--- src/rtl/seg_scan_pkg.sv ---
// seg_scan_pkg: shared symbol codes, segment patterns and FSM state type for
// the 7-segment scan decoder and any future encoder-check logic.
package seg_scan_pkg;

    // Symbol codes beyond the decimal digits
    localparam logic [3:0] SYM_MINUS   = 4'd10;
    localparam logic [3:0] SYM_BLANK   = 4'd11;
    localparam logic [3:0] SYM_INVALID = 4'd15;

    // Active-low segment patterns {g,f,e,d,c,b,a}
    localparam logic [6:0] PAT_0     = 7'h40;
    localparam logic [6:0] PAT_1     = 7'h79;
    localparam logic [6:0] PAT_2     = 7'h24;
    localparam logic [6:0] PAT_3     = 7'h30;
    localparam logic [6:0] PAT_4     = 7'h19;
    localparam logic [6:0] PAT_5     = 7'h12;
    localparam logic [6:0] PAT_6     = 7'h02;
    localparam logic [6:0] PAT_7     = 7'h78;
    localparam logic [6:0] PAT_8     = 7'h00;
    localparam logic [6:0] PAT_9     = 7'h10;
    localparam logic [6:0] PAT_MINUS = 7'h3F;
    localparam logic [6:0] PAT_BLANK = 7'h7F;

    typedef enum logic [1:0] {
        IDLE    = 2'd0,
        SETTLE  = 2'd1,
        CAPTURE = 2'd2,
        HOLD    = 2'd3
    } scan_state_t;

    // True when exactly one anode enable is driven low
    function automatic logic is_one_cold(input logic [3:0] en);
        return (en == 4'b1110) || (en == 4'b1101) ||
               (en == 4'b1011) || (en == 4'b0111);
    endfunction

    // Digit index selected by a one-cold enable
    function automatic logic [1:0] slot_of(input logic [3:0] en);
        logic [1:0] idx;
        idx = 2'd0;
        case (en)
            4'b1101: idx = 2'd1;
            4'b1011: idx = 2'd2;
            4'b0111: idx = 2'd3;
            default: idx = 2'd0;
        endcase
        return idx;
    endfunction

endpackage

--- src/rtl/seg_pattern_decode.sv ---
// seg_pattern_decode: combinational lookup from a 7-bit active-low segment
// pattern to its 4-bit symbol code; unknown patterns map to SYM_INVALID.
module seg_pattern_decode
    import seg_scan_pkg::*;
(
    input  logic [6:0] i_pat,
    output logic [3:0] o_sym
);

    // Pattern-to-symbol table
    always_comb begin
        // NOTE: default assigned first so every path drives o_sym and no latch is inferred.
        o_sym = SYM_INVALID;
        case (i_pat)
            PAT_0:     o_sym = 4'd0;
            PAT_1:     o_sym = 4'd1;
            PAT_2:     o_sym = 4'd2;
            PAT_3:     o_sym = 4'd3;
            PAT_4:     o_sym = 4'd4;
            PAT_5:     o_sym = 4'd5;
            PAT_6:     o_sym = 4'd6;
            PAT_7:     o_sym = 4'd7;
            PAT_8:     o_sym = 4'd8;
            PAT_9:     o_sym = 4'd9;
            PAT_MINUS: o_sym = SYM_MINUS;
            PAT_BLANK: o_sym = SYM_BLANK;
            default:   o_sym = SYM_INVALID;
        endcase
    end

endmodule

--- src/rtl/seg_scan_decoder.sv ---
// seg_scan_decoder: watches a multiplexed 4-digit 7-segment bus, waits for
// each digit slot to settle, decodes it and publishes coherent 4-digit frames.
// Optional macro SCAN_ORDER_CHECK_EN enforces capture order 0->1->2->3 and
// adds the order_err pulse output.
module seg_scan_decoder
    import seg_scan_pkg::*;
#(
    parameter int SETTLE_CYC  = 4,
    parameter int TIMEOUT_CYC = 1000000
) (
    input  logic        clk,
    input  logic        rst,
    input  logic [7:0]  disp,
    input  logic [3:0]  enable,
    output logic [15:0] codes,
    output logic        is_neg,
    output logic        frame_valid,
    output logic        err,
    output logic        stale
`ifdef SCAN_ORDER_CHECK_EN
    ,
    output logic        order_err
`endif
);

    localparam logic [7:0]      SETTLE_LIM = 8'(SETTLE_CYC);
    localparam int              TO_W       = $clog2(TIMEOUT_CYC + 1);
    localparam logic [TO_W-1:0] TO_LIM     = TO_W'(TIMEOUT_CYC);

    // Input synchronisers and one-cycle history
    logic [3:0]  r_en_s1, r_en_s2, r_en_prev;
    logic [7:0]  r_disp_s1, r_disp_s2, r_disp_prev;

    // Slot FSM
    scan_state_t r_state, w_state_next;
    logic [7:0]  r_cnt, w_cnt_next, w_cnt_inc;
    logic        w_changed, w_one_cold;

    // Capture path and frame assembly
    logic        w_capture, w_accept, w_frame_done;
    logic [1:0]  w_cap_slot;
    logic [3:0]  w_cap_sym;
    logic [3:0]  r_seen, w_seen_next;
    logic [15:0] r_shadow;
    logic        w_any_neg, w_any_inv;

    // Published frame and timeout
    logic [15:0]     r_codes;
    logic            r_is_neg, r_frame_valid, r_err, r_stale;
    logic [TO_W-1:0] r_to_cnt;

`ifdef SCAN_ORDER_CHECK_EN
    logic [1:0] r_expect;
    logic       r_order_err;
    logic       w_in_order, w_order_viol;
`endif

    // Two-stage input registers plus the previous registered value for change detection
    always_ff @(posedge clk or posedge rst) begin
        if (rst) begin
            r_en_s1     <= 4'hF;
            r_en_s2     <= 4'hF;
            r_en_prev   <= 4'hF;
            r_disp_s1   <= 8'hFF;
            r_disp_s2   <= 8'hFF;
            r_disp_prev <= 8'hFF;
        end else begin
            // NOTE: non-blocking assignments let each stage take the old value of the one before it.
            r_en_s1     <= enable;
            r_en_s2     <= r_en_s1;
            r_en_prev   <= r_en_s2;
            r_disp_s1   <= disp;
            r_disp_s2   <= r_disp_s1;
            r_disp_prev <= r_disp_s2;
        end
    end

    assign w_changed  = {r_en_s2, r_disp_s2} != {r_en_prev, r_disp_prev};
    assign w_one_cold = is_one_cold(r_en_s2);
    assign w_cnt_inc  = r_cnt + 8'd1;

    // State and settle-counter register
    always_ff @(posedge clk or posedge rst) begin
        if (rst) begin
            r_state <= IDLE;
            r_cnt   <= 8'd0;
        end else begin
            r_state <= w_state_next;
            r_cnt   <= w_cnt_next;
        end
    end

    // Next-state logic: count stable cycles, capture once, hold until the bus moves
    always_comb begin
        w_state_next = r_state;
        w_cnt_next   = r_cnt;
        case (r_state)
            IDLE: begin
                if (w_one_cold) begin
                    w_state_next = SETTLE;
                    w_cnt_next   = 8'd1;
                end else begin
                    w_cnt_next   = 8'd0;
                end
            end
            SETTLE: begin
                if (w_changed) begin
                    if (w_one_cold) begin
                        w_cnt_next   = 8'd1;
                    end else begin
                        w_state_next = IDLE;
                        w_cnt_next   = 8'd0;
                    end
                end else begin
                    w_cnt_next = w_cnt_inc;
                    if (w_cnt_inc >= SETTLE_LIM) begin
                        w_state_next = CAPTURE;
                    end
                end
            end
            CAPTURE, HOLD: begin
                if (w_changed) begin
                    if (w_one_cold) begin
                        w_state_next = SETTLE;
                        w_cnt_next   = 8'd1;
                    end else begin
                        w_state_next = IDLE;
                        w_cnt_next   = 8'd0;
                    end
                end else begin
                    w_state_next = HOLD;
                end
            end
            default: begin
                w_state_next = IDLE;
                w_cnt_next   = 8'd0;
            end
        endcase
    end

    // The settled pair is the previous registered value while in CAPTURE
    assign w_capture  = (r_state == CAPTURE);
    assign w_cap_slot = slot_of(r_en_prev);

    seg_pattern_decode u_decode (
        .i_pat (r_disp_prev[6:0]),
        .o_sym (w_cap_sym)
    );

    assign w_frame_done = (r_seen == 4'hF);

`ifdef SCAN_ORDER_CHECK_EN
    assign w_in_order   = (w_cap_slot == r_expect);
    assign w_order_viol = w_capture && !w_in_order;
    assign w_accept     = w_capture && (w_in_order || (w_cap_slot == 2'd0));
`else
    assign w_accept     = w_capture;
`endif

    // Seen-mask update: cleared on frame completion or order violation, then set by an accepted capture
    always_comb begin
        w_seen_next = w_frame_done ? 4'h0 : r_seen;
`ifdef SCAN_ORDER_CHECK_EN
        if (w_order_viol) begin
            w_seen_next = 4'h0;
        end
`endif
        if (w_accept) begin
            w_seen_next[w_cap_slot] = 1'b1;
        end
    end

    // Frame flags derived from the assembled shadow
    always_comb begin
        w_any_neg = 1'b0;
        w_any_inv = 1'b0;
        for (int i = 0; i < 4; i++) begin
            if (r_shadow[4*i +: 4] == SYM_MINUS)   w_any_neg = 1'b1;
            if (r_shadow[4*i +: 4] == SYM_INVALID) w_any_inv = 1'b1;
        end
    end

    // Shadow frame and seen mask
    always_ff @(posedge clk or posedge rst) begin
        if (rst) begin
            // NOTE: the shadow is reset so a frame interrupted by rst can never leak stale digits.
            r_shadow <= {4{SYM_BLANK}};
            r_seen   <= 4'h0;
        end else begin
            r_seen <= w_seen_next;
            if (w_accept) begin
                r_shadow[{w_cap_slot, 2'b00} +: 4] <= w_cap_sym;
            end
        end
    end

`ifdef SCAN_ORDER_CHECK_EN
    // Expected next slot and violation pulse
    always_ff @(posedge clk or posedge rst) begin
        if (rst) begin
            r_expect    <= 2'd0;
            r_order_err <= 1'b0;
        end else begin
            r_order_err <= w_order_viol;
            if (w_accept) begin
                r_expect <= w_cap_slot + 2'd1;
            end else if (w_order_viol) begin
                r_expect <= 2'd0;
            end
        end
    end

    assign order_err = r_order_err;
`endif

    // Frame publication and saturating timeout; a completing frame beats the timeout
    always_ff @(posedge clk or posedge rst) begin
        if (rst) begin
            r_codes       <= {4{SYM_BLANK}};
            r_is_neg      <= 1'b0;
            r_err         <= 1'b0;
            r_frame_valid <= 1'b0;
            r_stale       <= 1'b0;
            r_to_cnt      <= '0;
        end else begin
            r_frame_valid <= w_frame_done;
            if (w_frame_done) begin
                r_codes  <= r_shadow;
                r_is_neg <= w_any_neg;
                r_err    <= w_any_inv;
                r_to_cnt <= '0;
                r_stale  <= 1'b0;
            end else if (r_to_cnt != TO_LIM) begin
                r_to_cnt <= r_to_cnt + 1'b1;
                if (r_to_cnt == TO_LIM - 1'b1) begin
                    r_stale <= 1'b1;
                end
            end
        end
    end

    assign codes       = r_codes;
    assign is_neg      = r_is_neg;
    assign err         = r_err;
    assign frame_valid = r_frame_valid;
    assign stale       = r_stale;

endmodule

--- config.mk ---
export PLATFORM = sky130hd
export DESIGN_NAME = seg_scan_decoder
export DESIGN_NICKNAME = d
export VERILOG_FILES = /design/src/rtl/seg_scan_pkg.sv /design/src/rtl/seg_pattern_decode.sv /design/src/rtl/seg_scan_decoder.sv
export SDC_FILE = /design/constraint.sdc
export NUM_CORES = 1
export LEC_CHECK = 0
export ABC_CLOCK_PERIOD_IN_PS = 3600
export CAP_MARGIN = 20
export CORE_ASPECT_RATIO = 2
export CORE_MARGIN = 4
export CORE_UTILIZATION = 58
export DETAILED_ROUTE_END_ITERATION = 10
export PLACE_DENSITY = 0.8
export SLEW_MARGIN = 20
export SYNTH_ARGS = -nofsm -noshare
export SYNTH_HDL_FRONTEND = slang
export SYNTH_HIERARCHICAL = 1
export SYNTH_SLANG_ARGS = --single-unit
export TNS_END_PERCENT = 5
--- constraint.sdc ---
create_clock -name clk -period 3.6 [get_ports clk]
set_input_delay 0.36 -clock clk [delete_from_list [all_inputs] [get_ports clk]]
set_output_delay 0.36 -clock clk [all_outputs]
set_load 0.03 [all_outputs]
==> impl.org <==
** Die
- Initial Utilization :: 0.5929
- Area inside the core boundary :: 7943 um2
- In this run the core area contains between 40 and 50 standard-cell rows.
- Horizontal die dimension :: about 72 um
- Count of pins on the block boundary :: 34
- Die Y-Extent :: about 140 um
- The floorplan step defined a die boundary enclosing just under 10000 um2.

** Job
- Across the run, the number of max-cap violations was 0.

** CTS
- Counting every sink on the clock net gives 106.
- In this run, post-CTS repair resized a total of 0 instances.
- Number of buffers inserted to repair setup after CTS :: 0
- For the worst-skew pair, the clock arrives at the later sink with an insertion delay of between 0.3 and 0.4 ns.
- CTS built an H-tree with a depth of 3.
- Clock-pin slew was measured on the worst setup and hold paths at ~0.070 ns.
- CTS placed an instance of sky130_fd_sc_hd__clkbuf_16 at the clock tree root.
- In this run the deepest clock path goes through 2 buffers.
- CTS tree :: done
- Clock tree synthesis inserted a total of 9 buffers.
- CTS Hold Buffers Added :: 0

** Min path
- The tightest min-delay check is of the reg -> reg type.
- The startpoint identified for the worst hold timing path is r_en_s1[1]$_DFF_PP1_.

** Global routing
- The number of antenna violations at the first check in global routing came to 0.
- Entering global routing, the biggest net connects between 60 and 70 pins.
- Gr ovfl total :: 0
- The via count of the first global-routing pass was 3120.
- In the global route stage, overall resource usage came out at 0.1855.
- The first global-routing pass estimated around 14 mm of wire.

** Routing
- DRC violation total after the first TritonRoute iteration :: 233
- The first TritonRoute pass finished after 4 iterations.
- The count of nets left with antenna violations once routing finished came out at 0.
- Number of remaining DRC errors :: 0
- Routed Wire Length :: 8.267 mm
- Wire length per cell after detailed routing :: about 14 um
- DR vias/cell :: ~5.6
- Overall via count from detail_route :: roughly 3300

** Timing
- Final setup fails :: 0
- Minimum clock period after layout :: approximately 2.1 ns
- Setup TNS :: 0 ns
- At the pin with the least slew margin, the transition time is ~0.81 ns.
- In the finished design, the share of the clock period the worst path needs comes to 0.5944.
- Setup repair after global routing left no endpoint under its margin.
- In this run the tightest slew margin relative to its limit is 0.4607.
- Number of hold violations in the final report :: 0
- FMAX :: ~0.47 GHz
- Fin. max-slew vios :: 0
- Worst setup skew after layout :: 0.006014 ns

** Power
- Of the total power, registers draw 0.548.
- In this run the static leakage power is 2.291 nW.
- Combinational fraction of design power :: 0.042
- Internal Pwr Total :: 0.001775 W
- In this run the power density over the cells is about 430 nW/um2.
- Net switching power figure :: about 0.00053 W
- Clock power frac :: 0.410
- Fraction of power spent switching nets :: 0.2283
- Worst vdd ir :: 0.0003145 V

** Worst setup path
- The worst setup path is captured at a flop.
- On the worst path, the slowest cell contributes a delay of between 0.5 and 0.6 ns.
- The kind of cell with the highest combined delay along the critical path is simple AND/OR/NAND/NOR gates.
- Maximum fanout encountered on the critical timing path :: 6
- Crit path required time :: 3.87 ns
- Worst Setup Start Kind :: flop
- By startpoint and endpoint, the worst setup path is classified as reg -> reg.
- Worst-path cell chain :: xor2_1 > nand3_1 > ha_1 > nor3b_1 > nand2_1 > o21ai_0
- The worst register-to-register path begins at r_en_prev[1]$_DFF_PP1_.
- Arrival time of the worst setup path :: ~2.4 ns
- For this design, the slowest cell found on the critical path is sky130_fd_sc_hd__dfstp_2.
- The critical path contains buffers and inverters numbering 0 combined.
- Worst setup path startpoint :: r_en_prev[1]$_DFF_PP1_

** Synthesis
- Average instance area after synthesis :: 10.24 um2
- The most used flip-flop cell after synthesis is sky130_fd_sc_hd__dfstp_2.
- Post-synthesis instance area :: roughly 4700 um2
- EDFF count, synth :: 0
- Sorting the synthesized cells by how often they occur yields sky130_fd_sc_hd__nand2_1, sky130_fd_sc_hd__dfstp_2, sky130_fd_sc_hd__dfrtp_1, sky130_fd_sc_hd__nor2_1, sky130_fd_sc_hd__xor2_1.
- Async set or reset register ratio after synthesis :: 1.000
- Summed over all instances, the cell type with the most area after synthesis is sky130_fd_sc_hd__dfstp_2.
- By instance count, the leading cell after synthesis is sky130_fd_sc_hd__nand2_1.
- Synthesis inferred between 100 and 150 register bits.
- Sequential fraction of the synthesis area :: 0.5792
- Synthesized netlist net count :: 484
- Number of unique standard cell types used by synthesis :: 53
- Synthesis produced 460 cells.
- The Yosys step of the flow raised 6 warnings.
- Largest cells by area after synthesis :: sky130_fd_sc_hd__dfstp_2, sky130_fd_sc_hd__dfrtp_1, sky130_fd_sc_hd__nand2_1, sky130_fd_sc_hd__xor2_1, sky130_fd_sc_hd__nor2_1
- The share of synthesized area in the top cell type comes to 0.3348.

** Cells and area
- The repair_antennas step left the layout with diodes totalling 0.
- Summing all non-filler instances in the final layout gives an area of roughly 5400 um2.
- Net total in the final layout :: 516
- Share of post-route cells with drive strength above 1 :: 0.1730
- Layout overhead on the synthesized area :: 14.72%

** Place
- Port Buf Inserts :: 33
- Final weighted congestion in routability-driven placement :: roughly 0.82
- Post-Place Cell Area :: 5109 um2
- Sum of net half-perimeters after detailed placement :: ~6 mm

** Run status
- Outcome :: complete, no violations
==> flip-flops by register name (all words and copies together) (netlist names), 2 cells and up <==
| signal | cells |
|---|---|
| r_en_prev | 4 |
| codes | 16 |
| r_disp_prev | 8 |
| r_seen | 4 |
| r_en_s1 | 4 |
| r_disp_s1 | 8 |
| r_en_s2 | 4 |
| r_cnt | 8 |
| r_to_cnt | 20 |
| r_disp_s2 | 8 |
| r_shadow | 16 |
| r_state | 2 |
==> layer usage <==
| metal | vias up | global-route usage | share of wire |
|---|---|---|---|
| met1 | 1604 | 0.2142 | 0.39 |
| met5 | - | 0 | 0 |
| met3 | 13 | 0.04086 | 0.037 |
| li1 | 1632 | - | - |
| met2 | 67 | 0.3289 | 0.55 |
| met4 | 0 | 0.07113 | 0.020 |
==> final cells by class <==
class | instances | area, um2
Clock buffer | 10 | 239.0
Clock inverter | 6 | 55.05
Fill cell | 625 | 2540
Inverter | 10 | 40.04
Multi-Input combinational cell | 329 | 1856
Sequential cell | 106 | 2728
Tap cell | 96 | 120.1
Timing Repair Buffer | 36 | 365.4
==> path summary, 6_finish.rpt <==
check / end / slack (ns) / cells past startpoint
worst max-delay path: r_shadow[7]$_DFFE_PP1P_ / 1.46 / 6
worst min register to register: r_en_s2[1]$_DFF_PP1_ / 0.36 / 0
worst max register to register: r_shadow[7]$_DFFE_PP1P_ / 1.46 / 6
min in group asynchronous: r_to_cnt[18]$_DFFE_PP0P_ / 0.53 / 2
worst min-delay path: r_en_s2[1]$_DFF_PP1_ / 0.36 / 0
max in group asynchronous: r_en_s1[1]$_DFF_PP1_ / 2.31 / 3
==> cells in the final DEF, fill, tap and decap left out, types with 3 or more instances in the layout <==
master                            Yosys  layout
sky130_fd_sc_hd__dfstp_2             60      60
sky130_fd_sc_hd__nand3_1             16      16
sky130_fd_sc_hd__nand2_1            106     106
sky130_fd_sc_hd__nor3_1              10      10
sky130_fd_sc_hd__xor2_1              26      26
sky130_fd_sc_hd__clkdlybuf4s50_1      0      33
sky130_fd_sc_hd__nand4_1             11      11
sky130_fd_sc_hd__a22o_1               3       3
sky130_fd_sc_hd__or4_1                3       3
sky130_fd_sc_hd__inv_1               10       9
sky130_fd_sc_hd__ha_1                10      10
sky130_fd_sc_hd__a31oi_1              7       7
sky130_fd_sc_hd__a21oi_1             13      13
sky130_fd_sc_hd__nor2_1              41      41
sky130_fd_sc_hd__o21ai_0             23      23
sky130_fd_sc_hd__xnor2_1              9       9
sky130_fd_sc_hd__nor4_1               7       7
sky130_fd_sc_hd__clkbuf_16            0       9
sky130_fd_sc_hd__dfrtp_1             46      46
sky130_fd_sc_hd__o21a_1               5       5
==> power groups by stage <==
stage / registers (W) / clock network (W) / logic, W
2_1_floorplan: 0.00127 / 0 / 0.0000776
3_3_place_gp: 0.00128 / 0 / 0.0000947
3_5_place_dp: 0.00128 / 0 / 0.0000982
4_1_cts: 0.00126 / 0.000969 / 0.0000988
5_1_grt: 0.00126 / 0.00103 / 0.000111
6_report: 0.00126 / 0.000944 / 0.0000967
==> kinds of logic after synthesis <==
group | share of synthesized area
and+or+nand+nor | 0.2141
DFF | 0.5792
AOI/OAI and AO/OA | 0.08608
xor gates and xnor gates | 0.06509
buffers and inverters | 0.02683
adders and majority gates | 0.02657
muxes | 0.002125
==> through the flow <==
step	total power [W]	setup slack (ns)	hold slack [ns]	std cells	utilization
CTS	0.002327	1.459	0.3560	593	0.6802
global route	0.002402	1.274	0.3611	593	0.6802
finish	0.002300	1.460	0.3566	593	0.6802
global placement	0.001372	1.600	0.3453	577	0.6432
floorplan	0.001343	0.5504	0.3452	460	-
detailed placement	0.001378	1.483	0.3470	577	0.6432
Note: power is estimated with default switching activity, not from simulation.
